$ cat config.mk
export PLATFORM = sky130hd
export DESIGN_NAME = song_seq
export DESIGN_NICKNAME = d
export VERILOG_FILES = /design/src/rtl/song_seq.sv
export SDC_FILE = /design/constraint.sdc
export NUM_CORES = 1
export LEC_CHECK = 0
export BUFFER_PORTS_ARGS = -buffer_cell sky130_fd_sc_hd__buf_2
export CORE_ASPECT_RATIO = 1.1
export CORE_MARGIN = 5
export CORE_UTILIZATION = 67
export CTS_CLUSTER_DIAMETER = 40
export DETAILED_ROUTE_END_ITERATION = 10
export PLACE_DENSITY = 0.95
export SETUP_SLACK_MARGIN = 0.2
export SYNTH_ARGS = -nofsm -noshare
export SYNTH_HDL_FRONTEND = slang
export SYNTH_SLANG_ARGS = --single-unit
$ cat constraint.sdc
create_clock -name clk_1mhz -period 5.7 [get_ports clk_1mhz]
set_clock_uncertainty 0.1 [all_clocks]
set_input_delay 1.425 -clock clk_1mhz [delete_from_list [all_inputs] [get_ports clk_1mhz]]
set_output_delay 1.425 -clock clk_1mhz [all_outputs]
set_load 0.01 [all_outputs]
$ cat src/rtl/song_seq.sv
// Melody sequencer: plays the note ROM at a fixed tempo and produces octave digits and a speaker square wave.
// Define SONG_SEQ_LOOP_EN to loop the song forever; otherwise the song ends in IDLE after the last entry.
module song_seq #(
    parameter int TICK_DIV = 250000,
    parameter int SONG_LEN = 32
) (
    input  logic       clk_1mhz,
    input  logic       rst,
    input  logic       play,
    input  logic       stop,
    output logic [3:0] high,
    output logic [3:0] med,
    output logic [3:0] low,
    output logic       spk,
    output logic [4:0] step,
    output logic       busy
);
    localparam int TW = $clog2(TICK_DIV);
    localparam logic [TW-1:0] TICK_LAST = TW'(TICK_DIV - 1);
    localparam logic [4:0]    STEP_LAST = 5'(SONG_LEN - 1);

    typedef enum logic [1:0] {ST_IDLE, ST_PLAY, ST_PAUSE} state_t;

    // Returns {octave, degree}; rests (octave 0 or degree 0) collapse to all zeros.
    function automatic logic [4:0] rom_note(input logic [4:0] idx);
        logic [7:0] e;
        case (idx)
            5'd0:  e = 8'h21;  5'd1:  e = 8'h25;  5'd2:  e = 8'h33;  5'd3:  e = 8'h00;
            5'd4:  e = 8'h16;  5'd5:  e = 8'h15;  5'd6:  e = 8'h23;  5'd7:  e = 8'h21;
            5'd8:  e = 8'h00;  5'd9:  e = 8'h25;  5'd10: e = 8'h26;  5'd11: e = 8'h25;
            5'd12: e = 8'h23;  5'd13: e = 8'h31;  5'd14: e = 8'h00;  5'd15: e = 8'h27;
            5'd16: e = 8'h26;  5'd17: e = 8'h25;  5'd18: e = 8'h23;  5'd19: e = 8'h22;
            5'd20: e = 8'h00;  5'd21: e = 8'h21;  5'd22: e = 8'h23;  5'd23: e = 8'h25;
            5'd24: e = 8'h31;  5'd25: e = 8'h32;  5'd26: e = 8'h31;  5'd27: e = 8'h00;
            5'd28: e = 8'h25;  5'd29: e = 8'h23;  5'd30: e = 8'h22;  default: e = 8'h21;
        endcase
        if (e[5:4] == 2'd0 || e[2:0] == 3'd0) return 5'd0;
        return {e[5:4], e[2:0]};
    endfunction

    state_t          r_state;
    logic [4:0]      r_step;
    logic [TW-1:0]   r_tick;
    logic [4:0]      r_note;
    logic [11:0]     r_tone;
    logic [3:0]      r_high, r_med, r_low;
    logic            r_spk, r_busy;

    logic [4:0]      w_note_nxt;
    logic [11:0]     w_base, w_half;
    logic            w_tone_on;

    always_comb begin
        case (r_state)
            ST_IDLE:  w_note_nxt = 5'd0;
            ST_PLAY:  w_note_nxt = rom_note(r_step);
            default:  w_note_nxt = r_note;
        endcase
    end

    always_comb begin
        case (r_note[2:0])
            3'd1:    w_base = 12'd1908;
            3'd2:    w_base = 12'd1701;
            3'd3:    w_base = 12'd1515;
            3'd4:    w_base = 12'd1433;
            3'd5:    w_base = 12'd1276;
            3'd6:    w_base = 12'd1136;
            default: w_base = 12'd1012;
        endcase
        case (r_note[4:3])
            2'd1:    w_half = w_base << 1;
            2'd3:    w_half = w_base >> 1;
            default: w_half = w_base;
        endcase
    end

    // A note change restarts the tone from a clean low phase.
    assign w_tone_on = (r_state == ST_PLAY) && (r_note != 5'd0) && (w_note_nxt == r_note);

    always_ff @(posedge clk_1mhz or posedge rst) begin
        if (rst) begin
            r_state <= ST_IDLE;
            r_step  <= 5'd0;
            r_tick  <= '0;
            r_note  <= 5'd0;
            r_tone  <= 12'd0;
            r_high  <= 4'd0;
            r_med   <= 4'd0;
            r_low   <= 4'd0;
            r_spk   <= 1'b0;
            r_busy  <= 1'b0;
        end else begin
            r_note <= w_note_nxt;
            r_high <= (w_note_nxt[4:3] == 2'd3) ? {1'b0, w_note_nxt[2:0]} : 4'd0;
            r_med  <= (w_note_nxt[4:3] == 2'd2) ? {1'b0, w_note_nxt[2:0]} : 4'd0;
            r_low  <= (w_note_nxt[4:3] == 2'd1) ? {1'b0, w_note_nxt[2:0]} : 4'd0;

            if (!w_tone_on) begin
                r_tone <= 12'd0;
                r_spk  <= 1'b0;
            end else if (r_tone == w_half - 12'd1) begin
                r_tone <= 12'd0;
                r_spk  <= ~r_spk;
            end else begin
                r_tone <= r_tone + 12'd1;
            end

            if (stop) begin
                r_state <= ST_IDLE;
                r_step  <= 5'd0;
                r_tick  <= '0;
                r_busy  <= 1'b0;
            end else begin
                case (r_state)
                    ST_IDLE: if (play) begin
                        r_state <= ST_PLAY;
                        r_step  <= 5'd0;
                        r_tick  <= '0;
                        r_busy  <= 1'b1;
                    end
                    ST_PLAY: if (play) begin
                        r_state <= ST_PAUSE;
                    end else if (r_tick == TICK_LAST) begin
                        r_tick <= '0;
                        if (r_step == STEP_LAST) begin
                            r_step <= 5'd0;
`ifndef SONG_SEQ_LOOP_EN
                            r_state <= ST_IDLE;
                            r_busy  <= 1'b0;
`endif
                        end else begin
                            r_step <= r_step + 5'd1;
                        end
                    end else begin
                        r_tick <= r_tick + TW'(1);
                    end
                    ST_PAUSE: if (play) r_state <= ST_PLAY;
                    default: r_state <= ST_IDLE;
                endcase
            end
        end
    end

    assign high = r_high;
    assign med  = r_med;
    assign low  = r_low;
    assign spk  = r_spk;
    assign step = r_step;
    assign busy = r_busy;
endmodule

[Word level (Yosys, flattened, before mapping)]
Memories as Yosys holds them, arrays and structs flattened.
Index checks and enable logic that the tools add are counted.
Word-level totals
  register bits after elaboration: 53
  bits in read-only memories: 160
  bits of input ports: 4
  output and inout port bits: 19
  word-level logic and storage cells: 92
  memories kept: 1
Memories
  (no name shown): words 32, bits a word 5, rd ports 1, clocked after Yosys merged registers in 0, write ports 0, RTL line 27  | case (idx)
Cells by class
  add/subtract/negate cells: 4
  eq/ne operators: 25
  muxes and demuxes: 38
  bitwise logic cells: 1
  reduce and logical (&&, ||, !) cells: 13
Operators with widths (number)
  2-to-1 mux 18 bit: 4
  case mux 11 bit (6 select lines): 1
  case mux 18 bit (2 select lines): 1
  2-to-1 mux 5 bit: 7
  2-to-1 mux 12 bit: 2
  case mux 12 bit (2 select lines): 1
  case mux 5 bit (2 select lines): 2
  adder 18 x 1 -> 18 bit (second input constant): 1
  == test 18 bit (second input constant): 1
  adder 12 x 1 -> 12 bit (second input constant): 1
  == test 12 bit: 1
  subtractor 12 x 1 -> 12 bit (second input constant): 1
  2-to-1 mux 2 bit: 5
  == test 3 bit (second input constant): 3
  2-to-1 mux 1 bit: 9
  2-to-1 mux 3 bit: 3
  == test 2 bit (second input constant): 4
  != test 4 x 3 -> 1 bit (second input constant): 2
  == test 2 x 1 -> 1 bit (second input constant): 3
  == test 3 x 2 -> 1 bit (second input constant): 2
  2-to-1 mux 6 bit: 1
  != test 3 x 2 -> 1 bit (second input constant): 2
  != test 3 bit (second input constant): 2
  AND reduction 3 bit: 2
  other kinds (18): 20

[Logic depth before layout (Yosys ltp)]
  depth in word-level cells: 11
  depth in mapped cells: 17
  depth with buffers taken out: 14

[Worst setup path after synthesis]
No wires, ideal clock.
  path type: input -> register
  start: input play
  end: register r_tick[16]
  setup time: 0.132 ns
  arrival time: 2.919 ns
  required time: 5.468 ns
  setup slack: 2.549 ns
  cell stages on the path: 7
  path buffers: 0
  cell sequence: nand2b_1 a21oi_1 nor2_1 or3_1 or4_1 xor2_1 nor2_1
On the way
  cells in the longest elaborated chain, start to end: 2
  elaborated cells between the ends (all ways): 3
  classes of those cells: 2 x eq/ne; 1 x reduce/logical
Ends and longest elaborated chain
  from (decl): RTL line 9  | input logic play,
  != test 3 bit (no line)
  AND reduction 3 bit (no line) *
  to (signal assigned): RTL line 136  | r_tick <= r_tick + TW'(1);
  to (decl): RTL line 43  | logic [TW-1:0] r_tick;
Mark *: on every way between the ends. The rest lies on a longest branch, timed or not.
A chain may end at the register's enable or synchronous reset.

[Worst setup path in the final report]
  start: register r_note[1]
  end: register r_tone[11]
On the way
  cells in the longest elaborated chain, start to end: 7
  elaborated cells between the ends (all ways): 17
  classes of those cells: 1 x add/sub; 8 x eq/ne; 5 x mux; 3 x reduce/logical
Ends and longest elaborated chain
  from (decl): RTL line 44  | logic [4:0] r_note;
  from (signal assigned): RTL line 94  | r_note <= w_note_nxt;
  == test 3 bit (tied with other cells): RTL line 62  | case (r_note[2:0])
  case mux 11 bit (6 select lines): RTL line 62
  case mux 12 bit (2 select lines): RTL line 71  | case (r_note[4:3])
  subtractor 12 x 1 -> 12 bit: RTL line 102  | end else if (r_tone == w_half - 12'd1) begin
  == test 12 bit: RTL line 102
  2-to-1 mux 12 bit: RTL line 102
  2-to-1 mux 12 bit *: RTL line 99  | if (!w_tone_on) begin
  to (signal assigned): RTL line 106  | r_tone <= r_tone + 12'd1;
  to (decl): RTL line 45  | logic [11:0] r_tone;
Marks and branches as above.

==> results.json <==
{
  "status": "completed",
  "path_class": "flip-flop to flip-flop",
  "yosysSeqAreaShare_pct": 33.8,
  "maxSlewHeadroom_pct": 29.1,
  "cts_tree": "built",
  "path_common_cell": "a21oi_1",
  "coreArea_um2": 5730,
  "placed_cells": 523,
  "setup_viol": 0,
  "io_pins": 23,
  "vdd_drop_max_mv": 0.187,
  "leakage_nw": 1.63,
  "slowest_stage": "dfrtp_1",
  "dominantRegCellSynth": "dfrtp_1",
  "drv_cap": 0,
  "mostFrequentLayoutCells": "dfrtp_1, nor2_1, nand2_1",
  "fp.dieArea_um2": 7480,
  "crit_arrival_ps": 3850,
  "nets": 469,
  "die_y_um": 90.2,
  "ant_nets": 0,
  "postRouteWirelength_um": 8890,
  "finalMaxSlewViolations": 0,
  "gp_congestion": 0.872,
  "critPathMaxFanout": 34,
  "p_per_area_nw_per_um2": 202,
  "grt_overflow": 0,
  "grt_setup_unrepaired": "no",
  "drt_iter0_drc": 382,
  "clk_latency_ps": 310,
  "power_frac_clock_pct": 31.3,
  "cts.sinks": 53,
  "yosys_warnings": 0,
  "power.internal_w": 0.000568,
  "p_seq_share_pct": 50.8,
  "syn_inst": 454,
  "num_rows": 29,
  "critPathMaxStageDelay_ps": 1000,
  "cp-start-kind": "flip-flop",
  "grt_max_degree": 54,
  "cts_made_buffers": 5,
  "drt_first_pass_iters": 5,
  "clk_pin_slew_worst_paths_ps": 100,
  "h-tree-depth": 2,
  "numPortBuffers": 19,
  "period_minus_slack_ps": 3780,
  "cts_setup_buffers": 0,
  "worstMarginPinSlew_ps": 1060,
  "fin_util_pct": 70.3,
  "fin_cells": 531,
  "yosys.cell_types.count": 71,
  "worstSetupEndpointType": "flip-flop",
  "critPathBufInv": 0,
  "grt_pass1_vias": 3326,
  "synth.cell_area_um2": 3920,
  "grt.total_usage_pct": 23.6,
  "synth-seq-cells": 53,
  "num_vias": 3417,
  "hold_class": "flip-flop to flip-flop",
  "synth_edf_count": 0,
  "ctsRootBufferMaster": "clkbuf_8",
  "worst_slack_ps": 1920,
  "antenna_cells": 0,
  "start_util_pct": 68.4,
  "combPwrFrac_pct": 18.0,
  "wl_per_cell_um": 16.7,
  "syn_to_final_growth_pct": 2.74,
  "drive_gt1_share_pct": 11.7,
  "die_width_um": 82.9,
  "crit_chain": "nor2b_1 > a21oi_1 > a211oi_1 > a31oi_1 > ha_1 > xnor2_1 > a21oi_1 > o31ai_1 > nor4b_2 > nand4_1 > or3_4 > nand2_4 > nor3_1",
  "dpl.hpwl_um": 6040,
  "grt_pass1_wl_um": 15100,
  "crit_required_ps": 5770,
  "swShare_pct": 30.2,
  "power.switching_w": 0.000246,
  "hold_violations": 0,
  "fin_crit_sh_pct": 66.4,
  "final_common_cell": "dfrtp_1",
  "cts.repair.resized": 0,
  "max_freq_mhz": 264,
  "syn_area_per_cell_um2": 8.64,
  "pre_cts_ws_ps": 2030,
  "avgViaCountPerCell": 6.44,
  "async_flop_share_pct": 100,
  "drc_errors": 0,
  "hold_buffers": 0,
  "antenna_found_initial": 0,
  "tns_ps": 0,
  "critical-path-top-delay-family": "simple AND/OR/NAND/NOR gates",
  "cts_buffer_depth": 2
}
-- flip-flops by register name, indices dropped and copies added (netlist names) --
register and cells:
spk 1, r_tick 18, step 5, r_tone 12, high 3, low 3, r_state 2, r_note 5
busy 1, med 3
-- cell type report --
type	instances	area [µm²]
Sequential cell	53	1330
Clock inverter	2	38.8
Tap cell	77	96.3
Inverter	15	56.3
Timing Repair Buffer	20	103
Multi-Input combinational cell	358	2340
Clock buffer	6	72.6
Fill cell	451	1700
-- synthesized netlist by cell type, types with 3 or more instances --
| cell | instances | area, µm² |
|---|---|---|
| and3b_1 | 4 | 35.0 |
| dfrtp_1 | 53 | 1330 |
| clkbuf_1 | 6 | 22.5 |
| a211oi_1 | 3 | 22.5 |
| nor2_1 | 38 | 143 |
| buf_4 | 6 | 45.0 |
| nor4b_1 | 3 | 26.3 |
| nor3b_1 | 8 | 60.1 |
| nand3_1 | 22 | 110 |
| nand2b_1 | 15 | 93.8 |
| ha_1 | 12 | 150 |
| nor3_1 | 8 | 40.0 |
| xor2_1 | 21 | 184 |
| o31ai_1 | 4 | 30.0 |
| o21a_1 | 4 | 30.0 |
| xnor2_1 | 12 | 105 |
| nor2b_1 | 7 | 43.8 |
| nand4_1 | 4 | 25.0 |
| nor3_2 | 12 | 120 |
| and2_1 | 3 | 18.8 |
| a21oi_1 | 28 | 140 |
| buf_6 | 6 | 67.6 |
| o21ai_1 | 4 | 20.0 |
| nand3b_1 | 3 | 22.5 |
| nand2_1 | 37 | 139 |
| and3_1 | 6 | 37.5 |
| or3_1 | 4 | 25.0 |
| o211ai_1 | 6 | 45.0 |
| inv_1 | 14 | 52.6 |
| o21ai_0 | 30 | 150 |
| a31oi_1 | 8 | 50.1 |
| buf_2 | 11 | 55.1 |
| a21boi_0 | 3 | 22.5 |
-- power groups by stage --
stage / logic [W] / clock network (W) / registers, W
after floorplan: 0.000145 / 0 / 0.000401
after global routing: 0.000163 / 0.000273 / 0.000417
after CTS: 0.000145 / 0.000262 / 0.000412
final: 0.000146 / 0.000255 / 0.000414
after global placement: 0.000139 / 0 / 0.000418
after detailed placement: 0.000143 / 0 / 0.000419
-- logic make-up (layout without fill, tap and decap cells) --
kind of cell,Yosys count,in the layout,synth area share [%]
muxes,3,3,0.798
AOI/OAI and AO/OA,115,115,19.1
xor gates and xnor gates,33,33,7.37
adders and majority gates,12,12,3.83
buffers and inverters,45,43,6.80
DFF,53,53,33.8
and+or+nand+nor,192,192,28.2
other,1,3,0.0956
-- worst min-delay path, delay by kind of cell (launching register included) --
kind,cells,cell delay [ps]
compound gates,1,60
flops,1,380
simple gates,1,50
-- per-layer routing --
metal / vias up / GRT usage, % / share of wire (%)
li1: 1609 / - / -
met1: 1617 / 29.3 / 41
met2: 154 / 40.2 / 50
met3: 37 / 3.29 / 5.4
met4: 0 / 11.6 / 3.7
met5: - / 0 / 0
-- stage by stage --
step	hold slack [ps]	instance area, µm²	total power (W)
2_1_floorplan	368	3930	0.000546
3_3_place_gp	381	3920	0.000557
3_5_place_dp	401	3920	0.000562
4_1_cts	423	4030	0.000818
5_1_grt	479	4030	0.000853
6_report	428	4030	0.000815
-- worst paths after layout --
check,from,end,slack [ps],depth (start not counted)
max in group asynchronous,rst,r_tick[4],3570,2
min in group asynchronous,rst,r_tone[2],1260,2
hold / removal,busy,busy,430,2
setup / recovery,r_note[1],r_tone[11],1920,13
hold reg to reg,busy,busy,430,2
setup reg to reg,r_note[1],r_tone[11],1920,13
(Power assumes the default switching activity.)
